--- src/rtl/keypad_pkg.sv ---
// Purpose: shared types, key codes and one-hot row/column constants for the keypad scanner.
// Latency: n/a (types, constants and pure functions only).
// Backpressure: n/a.
package keypad_pkg;

    typedef enum logic [1:0] {
        ST_IDLE        = 2'd0,
        ST_DEB_PRESS   = 2'd1,
        ST_PRESSED     = 2'd2,
        ST_DEB_RELEASE = 2'd3
    } kp_state_e;

    localparam logic [3:0] KEY_0    = 4'h0;
    localparam logic [3:0] KEY_1    = 4'h1;
    localparam logic [3:0] KEY_2    = 4'h2;
    localparam logic [3:0] KEY_3    = 4'h3;
    localparam logic [3:0] KEY_4    = 4'h4;
    localparam logic [3:0] KEY_5    = 4'h5;
    localparam logic [3:0] KEY_6    = 4'h6;
    localparam logic [3:0] KEY_7    = 4'h7;
    localparam logic [3:0] KEY_8    = 4'h8;
    localparam logic [3:0] KEY_9    = 4'h9;
    localparam logic [3:0] KEY_STAR = 4'hA;
    localparam logic [3:0] KEY_HASH = 4'hB;
    localparam logic [3:0] KEY_NONE = 4'hF;

    localparam logic [3:0] ROW_1    = 4'b1000;
    localparam logic [3:0] ROW_2    = 4'b0100;
    localparam logic [3:0] ROW_3    = 4'b0010;
    localparam logic [3:0] ROW_4    = 4'b0001;
    localparam logic [3:0] ROW_NONE = 4'b0000;

    localparam logic [2:0] COL_L    = 3'b100;
    localparam logic [2:0] COL_M    = 3'b010;
    localparam logic [2:0] COL_R    = 3'b001;
    localparam logic [2:0] COL_NONE = 3'b000;

    // Key index layout in the frame map: idx = row*3 + col, row 0 = top, col 0 = left.
    function automatic logic [1:0] key_row(input logic [3:0] idx);
        logic [1:0] r;
        if (idx < 4'd3)      r = 2'd0;
        else if (idx < 4'd6) r = 2'd1;
        else if (idx < 4'd9) r = 2'd2;
        else                 r = 2'd3;
        return r;
    endfunction

    function automatic logic [1:0] key_col(input logic [3:0] idx);
        logic [1:0] c;
        case (idx)
            4'd0, 4'd3, 4'd6, 4'd9:  c = 2'd0;
            4'd1, 4'd4, 4'd7, 4'd10: c = 2'd1;
            default:                 c = 2'd2;
        endcase
        return c;
    endfunction

    // Bottom row is '*', '0', '#'; the other rows are plain digits 1-9.
    function automatic logic [3:0] key_code(input logic [1:0] row, input logic [1:0] col);
        logic [3:0] code;
        if (row == 2'd3) begin
            case (col)
                2'd0:    code = KEY_STAR;
                2'd1:    code = KEY_0;
                default: code = KEY_HASH;
            endcase
        end else begin
            code = ({2'b00, row} * 4'd3) + {2'b00, col} + 4'd1;
        end
        return code;
    endfunction

endpackage

--- src/rtl/keypad_scanner_if.sv ---
// Purpose: bundles the keypad matrix lines and the decoded-key outputs of the scanner.
// Latency: n/a (wires only).
// Backpressure: none; the consumer must sample the one-cycle pulses when they occur.
interface keypad_scanner_if;
    logic [3:0] linha_drive_out;
    logic [2:0] coluna_raw_in;
    logic [2:0] coluna_out;
    logic [3:0] linha_out;
    logic [3:0] key_code_out;
    logic       key_valid_out;
    logic       key_release_out;
    logic       key_held_out;

    modport master (
        output linha_drive_out,
        input  coluna_raw_in,
        output coluna_out,
        output linha_out,
        output key_code_out,
        output key_valid_out,
        output key_release_out,
        output key_held_out
    );

    modport slave (
        input  linha_drive_out,
        output coluna_raw_in,
        input  coluna_out,
        input  linha_out,
        input  key_code_out,
        input  key_valid_out,
        input  key_release_out,
        input  key_held_out
    );
endinterface

--- src/rtl/keypad_scanner_sync2.sv ---
// Purpose: generic two-flop synchronizer for asynchronous level inputs.
// Latency: 2 cycles.
// Backpressure: none.
module sync2 #(
    parameter int WIDTH = 1
) (
    input  logic             clk_i,
    input  logic             rst_ni,
    input  logic [WIDTH-1:0] d_i,
    output logic [WIDTH-1:0] q_o
);

    logic [WIDTH-1:0] meta_q;
    logic [WIDTH-1:0] sync_q;

    // Two back-to-back flops to let metastability resolve before use.
    always_ff @(posedge clk_i or negedge rst_ni) begin
        if (!rst_ni) begin
            meta_q <= '0;
            sync_q <= '0;
        end else begin
            meta_q <= d_i;
            sync_q <= meta_q;
        end
    end

    assign q_o = sync_q;

endmodule

--- src/rtl/keypad_scanner.sv ---
// Purpose: scans a 4x3 keypad, debounces, rejects ghost presses, presents a stable key.
// Latency: outputs change 1 cycle after the committing frame end; press/release take DEBOUNCE_FRAMES..+1 frames.
// Backpressure: none; valid/release are one-cycle pulses, key fields hold for the whole press.
module keypad_scanner
    import keypad_pkg::*;
#(
    parameter int SCAN_DIV        = 1000,
    parameter int DEBOUNCE_FRAMES = 128
) (
    input  logic              clock_in,
    input  logic              reset_in,
    keypad_scanner_if.master  kp
);

    localparam int SW = $clog2(SCAN_DIV);
    localparam int CW = $clog2(DEBOUNCE_FRAMES);
    localparam logic [SW-1:0] SLOT_LAST = SW'(SCAN_DIV - 1);
    // The increment that would reach DEBOUNCE_FRAMES is the commit itself,
    // so the counter never needs to hold DEBOUNCE_FRAMES.
    localparam logic [CW-1:0] CNT_LAST  = CW'(DEBOUNCE_FRAMES - 1);
    localparam logic [CW-1:0] CNT_ONE   = CW'(1);

    logic [SW-1:0] slot_q;
    logic [3:0]    linha_drive_q;
    logic [11:0]   map_q;
    logic [2:0]    col_sync;

    logic          slot_last;
    logic          frame_end;
    logic [11:0]   sample_map;
    logic [11:0]   frame_map;
    logic [1:0]    cand_ones;
    logic [3:0]    cand_idx;
    logic          cand_single;

    kp_state_e     state_q, state_d;
    logic [CW-1:0] cnt_q, cnt_d;
    logic [3:0]    pend_q, pend_d;
    logic [3:0]    acc_q, acc_d;
    logic [2:0]    coluna_q, coluna_d;
    logic [3:0]    linha_q, linha_d;
    logic [3:0]    code_q, code_d;
    logic          held_q, held_d;
    logic          valid_q, valid_d;
    logic          release_q, release_d;

    sync2 #(.WIDTH(3)) u_col_sync (
        .clk_i  (clock_in),
        .rst_ni (reset_in),
        .d_i    (kp.coluna_raw_in),
        .q_o    (col_sync)
    );

    assign slot_last = (slot_q == SLOT_LAST);
    assign frame_end = slot_last && linha_drive_q[0];

    // Slot timer and one-hot row rotation; the row advances after the last slot cycle.
    always_ff @(posedge clock_in or negedge reset_in) begin
        if (!reset_in) begin
            slot_q        <= '0;
            linha_drive_q <= ROW_1;
        end else if (slot_last) begin
            slot_q        <= '0;
            linha_drive_q <= {linha_drive_q[0], linha_drive_q[3:1]};
        end else begin
            slot_q        <= slot_q + SW'(1);
        end
    end

    // Place the synchronized columns into the map bits of the row currently driven.
    always_comb begin
        sample_map = '0;
        for (int r = 0; r < 4; r++) begin
            for (int c = 0; c < 3; c++) begin
                sample_map[r*3 + c] = linha_drive_q[3 - r] & col_sync[2 - c];
            end
        end
    end

    assign frame_map = map_q | sample_map;

    // Accumulate one frame of samples; cleared when the frame is evaluated.
    always_ff @(posedge clock_in or negedge reset_in) begin
        if (!reset_in) begin
            map_q <= '0;
        end else if (frame_end) begin
            map_q <= '0;
        end else if (slot_last) begin
            map_q <= frame_map;
        end
    end

    // Classify the frame: count set bits (saturating at 2) and remember the key index.
    always_comb begin
        cand_ones = 2'd0;
        cand_idx  = 4'd0;
        for (int i = 0; i < 12; i++) begin
            if (frame_map[i]) begin
                if (cand_ones != 2'd2) begin
                    cand_ones = cand_ones + 2'd1;
                end
                cand_idx = 4'(i);
            end
        end
    end

    // Multiple keys (possible ghosting) are indistinguishable from no key.
    assign cand_single = (cand_ones == 2'd1);

    // Debounce FSM state and output registers.
    always_ff @(posedge clock_in or negedge reset_in) begin
        if (!reset_in) begin
            state_q   <= ST_IDLE;
            cnt_q     <= '0;
            pend_q    <= '0;
            acc_q     <= '0;
            coluna_q  <= COL_NONE;
            linha_q   <= ROW_NONE;
            code_q    <= KEY_NONE;
            held_q    <= 1'b0;
            valid_q   <= 1'b0;
            release_q <= 1'b0;
        end else begin
            state_q   <= state_d;
            cnt_q     <= cnt_d;
            pend_q    <= pend_d;
            acc_q     <= acc_d;
            coluna_q  <= coluna_d;
            linha_q   <= linha_d;
            code_q    <= code_d;
            held_q    <= held_d;
            valid_q   <= valid_d;
            release_q <= release_d;
        end
    end

    // Next-state and output logic; every decision is taken at frame end only.
    always_comb begin
        state_d   = state_q;
        cnt_d     = cnt_q;
        pend_d    = pend_q;
        acc_d     = acc_q;
        coluna_d  = coluna_q;
        linha_d   = linha_q;
        code_d    = code_q;
        held_d    = held_q;
        valid_d   = 1'b0;
        release_d = 1'b0;

        if (frame_end) begin
            case (state_q)
                ST_IDLE: begin
                    if (cand_single) begin
                        pend_d  = cand_idx;
                        cnt_d   = CNT_ONE;
                        state_d = ST_DEB_PRESS;
                    end
                end
                ST_DEB_PRESS: begin
                    if (!cand_single) begin
                        state_d = ST_IDLE;
                    end else if (cand_idx != pend_q) begin
                        pend_d = cand_idx;
                        cnt_d  = CNT_ONE;
                    end else if (cnt_q == CNT_LAST) begin
                        acc_d    = pend_q;
                        coluna_d = COL_L >> key_col(pend_q);
                        linha_d  = ROW_1 >> key_row(pend_q);
                        code_d   = key_code(key_row(pend_q), key_col(pend_q));
                        held_d   = 1'b1;
                        valid_d  = 1'b1;
                        state_d  = ST_PRESSED;
                    end else begin
                        cnt_d = cnt_q + CW'(1);
                    end
                end
                ST_PRESSED: begin
                    if (!(cand_single && cand_idx == acc_q)) begin
                        cnt_d   = CNT_ONE;
                        state_d = ST_DEB_RELEASE;
                    end
                end
                ST_DEB_RELEASE: begin
                    if (cand_single && cand_idx == acc_q) begin
                        state_d = ST_PRESSED;
                    end else if (cnt_q == CNT_LAST) begin
                        coluna_d  = COL_NONE;
                        linha_d   = ROW_NONE;
                        code_d    = KEY_NONE;
                        held_d    = 1'b0;
                        release_d = 1'b1;
                        state_d   = ST_IDLE;
                    end else begin
                        cnt_d = cnt_q + CW'(1);
                    end
                end
                default: begin
                    state_d = ST_IDLE;
                end
            endcase
        end
    end

    assign kp.linha_drive_out = linha_drive_q;
    assign kp.coluna_out      = coluna_q;
    assign kp.linha_out       = linha_q;
    assign kp.key_code_out    = code_q;
    assign kp.key_held_out    = held_q;
    assign kp.key_valid_out   = valid_q;
    assign kp.key_release_out = release_q;

endmodule

--- src/flat_wrapper.sv ---
// flat-port wrapper written by rule: the top's interface ports become plain ports
module keypad_scanner_flat import keypad_pkg::*;
#(
    parameter int SCAN_DIV        = 1000,
    parameter int DEBOUNCE_FRAMES = 128
)
  (clock_in, reset_in, kp_linha_drive_out, kp_coluna_raw_in, kp_coluna_out, kp_linha_out, kp_key_code_out, kp_key_valid_out, kp_key_release_out, kp_key_held_out);
  keypad_scanner_if kp_i ();
  input  logic clock_in;
  input  logic reset_in;
  output wire logic [$bits(kp_i.linha_drive_out)-1:0] kp_linha_drive_out;
  input wire logic [$bits(kp_i.coluna_raw_in)-1:0] kp_coluna_raw_in;
  output wire logic [$bits(kp_i.coluna_out)-1:0] kp_coluna_out;
  output wire logic [$bits(kp_i.linha_out)-1:0] kp_linha_out;
  output wire logic [$bits(kp_i.key_code_out)-1:0] kp_key_code_out;
  output wire logic [$bits(kp_i.key_valid_out)-1:0] kp_key_valid_out;
  output wire logic [$bits(kp_i.key_release_out)-1:0] kp_key_release_out;
  output wire logic [$bits(kp_i.key_held_out)-1:0] kp_key_held_out;
  assign kp_linha_drive_out = kp_i.linha_drive_out;
  assign kp_i.coluna_raw_in = kp_coluna_raw_in;
  assign kp_coluna_out = kp_i.coluna_out;
  assign kp_linha_out = kp_i.linha_out;
  assign kp_key_code_out = kp_i.key_code_out;
  assign kp_key_valid_out = kp_i.key_valid_out;
  assign kp_key_release_out = kp_i.key_release_out;
  assign kp_key_held_out = kp_i.key_held_out;
  keypad_scanner #(.SCAN_DIV(SCAN_DIV), .DEBOUNCE_FRAMES(DEBOUNCE_FRAMES)) u_core (.clock_in(clock_in), .reset_in(reset_in), .kp(kp_i));
endmodule
--- config.mk ---
export PLATFORM = sky130hd
export DESIGN_NAME = keypad_scanner_flat
export DESIGN_NICKNAME = d
export VERILOG_FILES = /design/src/rtl/keypad_pkg.sv /design/src/rtl/keypad_scanner_if.sv /design/src/rtl/keypad_scanner_sync2.sv /design/src/rtl/keypad_scanner.sv /design/src/flat_wrapper.sv
export SDC_FILE = /design/constraint.sdc
export NUM_CORES = 1
export LEC_CHECK = 0
export BUFFER_PORTS_ARGS = -buffer_cell sky130_fd_sc_hd__buf_2
export CORE_AREA = 4 4 120 122
export DETAILED_ROUTE_END_ITERATION = 6
export DIE_AREA = 0 0 124 126
export PLACE_DENSITY = 0.6
export SLEW_MARGIN = 30
export SYNTH_ARGS = -nofsm -noshare
export SYNTH_HDL_FRONTEND = slang
export SYNTH_SLANG_ARGS = --single-unit
--- constraint.sdc ---
create_clock -name clock_in -period 8.3 [get_ports clock_in]
set_clock_uncertainty 0.1 [all_clocks]
set_input_delay 0.83 -clock clock_in [delete_from_list [all_inputs] [get_ports clock_in]]
set_output_delay 0.83 -clock clock_in [all_outputs]
set_load 0.005 [all_outputs]
==> summary.txt <==
Synthesis
  – Synth top area share: 31.6%
  – Syn Nets: 557
  – Top_reg_cell synth: dfrtp_1
  – Post-synth cell types: 77
  – Sequential-to-total area share from yosys stat: 34.5%
  – Fraction of registers with async set/reset: 100%
  – Avg Synthesized Cell Area: 8.56 um^2
  – Adder-cell share of the synthesized area: 4.77%
  – Mux contribution to synthesized area: between 3 and 4%
  – Synth Warn #: 0
  – XOR/XNOR Fraction of Synth Area: 3.06%
  – Main combinational cell family by area after synthesis: compound AO/OA/AOI/OAI gates
  – Dominant cells by area after synthesis: dfrtp_1 32%, ha_1 4.1%, nor2_1 3.9%
  – Post-Synth Simple-Gate Area: 18.9%
  – Post-synth EDFFs: 0
  – Synth Register Bits: 63
  – Mapped Cells: 536
  – Post-Syn Area: 4590 um^2
  – Synth area leader: dfrtp_1
  – Compound-Gate Fraction of Synth Area: 30.5%

Timing
  – Setup TNS: 0 ns
  – Fin. max-slew vios: 0
  – Worst-margin pin slew: 0.880 ns
  – Slew headroom: 40.9%
  – RSZ-0062 raised after global routing: no
  – Final Cycle Share: 79.1%
  – Tmin final: 6.57 ns
  – Setup ws final: 1.73 ns
  – Final Hold Viols: 0
  – Final setup fails: 0
  – Peak Freq: about 150 MHz

Final layout
  – Multi-input gate area: around 2800 um^2
  – Area added between synthesis and finish: 11.7%
  – Layout cells sized above 1: 12.6%
  – Diodes inserted: 0
  – Final nets: 563
  – Register area: 1580 um^2
  – Fill count: 1292
  – Most frequent cells in the layout: 58 x dfrtp_1, 48 x nor2_1, 44 x nand2_1, 28 x o21ai_0
  – Commonest non-fill, non-tap cell in the layout: dfrtp_1

Place
  – I/O Buffers: 22
  – GP Congestion: between 0.8 and 0.9
  – DP Worst Slack: slightly below 2 ns
  – Dpl hpwl: 8100 um

Power and ir drop
  – P_int: 0.000568 W
  – Sw Ratio: 19.0%
  – Leakage: between 2 and 2.5 nW
  – VDD IR max: roughly 0.14 mV
  – Combinational Power Share: 1.1%
  – Pwr dens: 137 nW/um^2
  – Sequential Power Share: 44.6%
  – Psw: 0.000133 W
  – Clk network pwr share: a little over half

CTS
  – Clock sink count: 63
  – Post_cts resized: 0
  – TritonCTS clock tree: yes
  – Setup Buffers After CTS: 0
  – CTS clk-pin slew, worst paths: around 0.050 ns
  – H-tree lvl count: 3
  – Skew-Pair Late Insertion Delay: 0.33 ns
  – TritonCTS Buffers: 9
  – Root Buffer: clkbuf_16
  – Max Root-Sink Buffers: 2
  – CTS Hold Bufs: 0

Worst setup path
  – Critical path peak fanout: 15
  – Worst reg2reg setup slack: 1.73 ns
  – R2r worst-path depth: 25
  – Crit Path Class: reg -> reg
  – Worst Path Required: 8.45 ns
  – Reg-to-Reg End: u_core.kp.key_code_out[1]
  – WP data arrival: 6.71 ns
  – CP endpoint kind: flip-flop
  – Startpoint class of the critical path: flip-flop
  – RR Startpoint: u_core.kp.linha_drive_out[3]

Routing
  – Drt drc: 0
  – Routed len/inst: 15.5 um
  – 1st-iter DRT viols: about 360
  – Total number of vias: roughly 4200
  – Final ANT Viol Nets: 0
  – Total Wirelength: about 11000 um
  – Via-per-instance ratio: just under 6
  – DRT Pass-1 Iters: 5

Die
  – Ports: 23
  – Core Rows: 42
  – Initial Util: about a third
  – Die Ht: 126 um
  – Die W: 124 um
  – Die footprint: 15600 um^2
  – Core box area: 13200 um^2

GRT
  – Total global-route track usage: 15.0%
  – First-pass GRT wire length: 19400 um
  – Largest net degree at the start of global routing: 64
  – Antenna violations before repair: 0
  – Grt ovf: 0
  – Vias in the first global route: approximately 4000

Hold path
  – Hold Path Class: reg -> reg
  – Hold EP: u_core.u_col_sync.q_o[0]
  – WHS Path Cells: 0
  – Hold path startpoint: u_core.u_col_sync.meta_q[0]

Flow run
  – # Max-Cap Violations: 0

Outcome
  – Status: finished clean
-- layout make-up --
cell class / instances / area share, %
sequential: 63 / 30.9
timing repair buffer: 24 / 2.44
tap: 176 / 4.30
multi-input combinational: 418 / 54.4
clock inverter: 2 / 0.733
inverter: 26 / 1.90
clock buffer: 14 / 5.35
-- worst max-delay path: stages, from the launching register on --
cell       delay [ns]
dfstp_2          0.67
a21o_1           0.21
inv_1            0.08
ha_1             0.41
a2111oi_1        0.53
a31o_1           0.24
a311oi_2         0.15
or3_1            0.47
a22oi_1          0.38
a211oi_2         0.16
o31ai_1          0.45
a31o_2           0.18
nand3_1          0.08
o211a_1          0.16
nand2_1          0.11
a21boi_0         0.20
o22ai_1          0.10
a21oi_1          0.13
ha_1             0.24
inv_1            0.05
a21oi_1          0.10
nor2_1           0.13
nand4_1          0.13
o21ai_1          0.46
o22ai_2          0.31
o22a_1           0.27
-- kinds of logic (layout without fill, tap and decap cells) --
kind of cell	count (synthesis)	after routing
compound gates	191	191
simple gates	180	180
flops	63	63
buf+inv	55	66
fa+ha+maj	17	17
xor+xnor	16	16
mux	14	14
-- Yosys cell counts, types with 13 or more instances --
cell type and n:
dfrtp_1 58, nor2_1 48, nand2_1 44, o21ai_0 28
a21oi_1 27, inv_1 26, nand3_1 24, clkbuf_1 17
a21o_1 16, ha_1 15, o22ai_1 14, a31oi_1 13
-- worst max-delay path by stage --
stage                            startpoint                         to  slack [ns]  cells after the start
2_1_floorplan  u_core.kp.linha_drive_out[3]  u_core.kp.key_code_out[2]        2.31                     28
3_3_place_gp   u_core.kp.linha_drive_out[3]    u_core.kp.coluna_out[2]        2.13                     25
3_5_place_dp   u_core.kp.linha_drive_out[3]  u_core.kp.key_code_out[1]        1.93                     25
4_1_cts        u_core.kp.linha_drive_out[3]  u_core.kp.key_code_out[1]        1.88                     25
5_1_grt        u_core.kp.linha_drive_out[3]     u_core.kp.linha_out[2]        1.24                     25
6_report       u_core.kp.linha_drive_out[3]  u_core.kp.key_code_out[1]        1.73                     25
-- layer usage --
| metal | GRT usage (%) | routed length, um | up-vias |
|---|---|---|---|
| met5 | 0 | 0 | - |
| met3 | 2.83 | 525 | 16 |
| met1 | 20.7 | 5160 | 2024 |
| met2 | 23.3 | 5330 | 145 |
| li1 | - | - | 2044 |
| met4 | 5.61 | 182 | 0 |
-- power groups by stage --
stage	sequential, W	clock [W]	combinational (W)
floorplan	0.000315	0	0.00000287
finish	0.000312	0.000381	0.00000797
CTS	0.000312	0.000392	0.00000844
global placement	0.000317	0	0.00000826
detailed placement	0.000317	0	0.00000848
global route	0.000312	0.000408	0.00000955
-- state kept, by name (all words and copies together), names as in the netlist, 2 cells and up --
signal	flops
u_core.slot_q	10
u_core.kp.linha_out	4
u_core.map_q	12
u_core.kp.key_code_out	4
u_core.kp.coluna_out	3
u_core.kp.linha_drive_out	4
u_core.state_q	2
u_core.pend_q	4
u_core.cnt_q	7
u_core.u_col_sync.q_o	3
u_core.u_col_sync.meta_q	3
u_core.acc_q	4
-- per-stage QoR --
step / util [%] / power, W / cells / area, um^2 / hold slack [ns]
final: 38.8 / 0.000701 / 723 / 5120 / 0.245
after global routing: 38.8 / 0.000730 / 723 / 5120 / 0.261
after CTS: 38.8 / 0.000712 / 723 / 5120 / 0.245
after detailed placement: 36.5 / 0.000326 / 707 / 4810 / 0.235
after global placement: 36.5 / 0.000325 / 707 / 4810 / 0.232
after floorplan: - / 0.000318 / 536 / 4590 / 0.231
(Power assumes the default switching activity.)
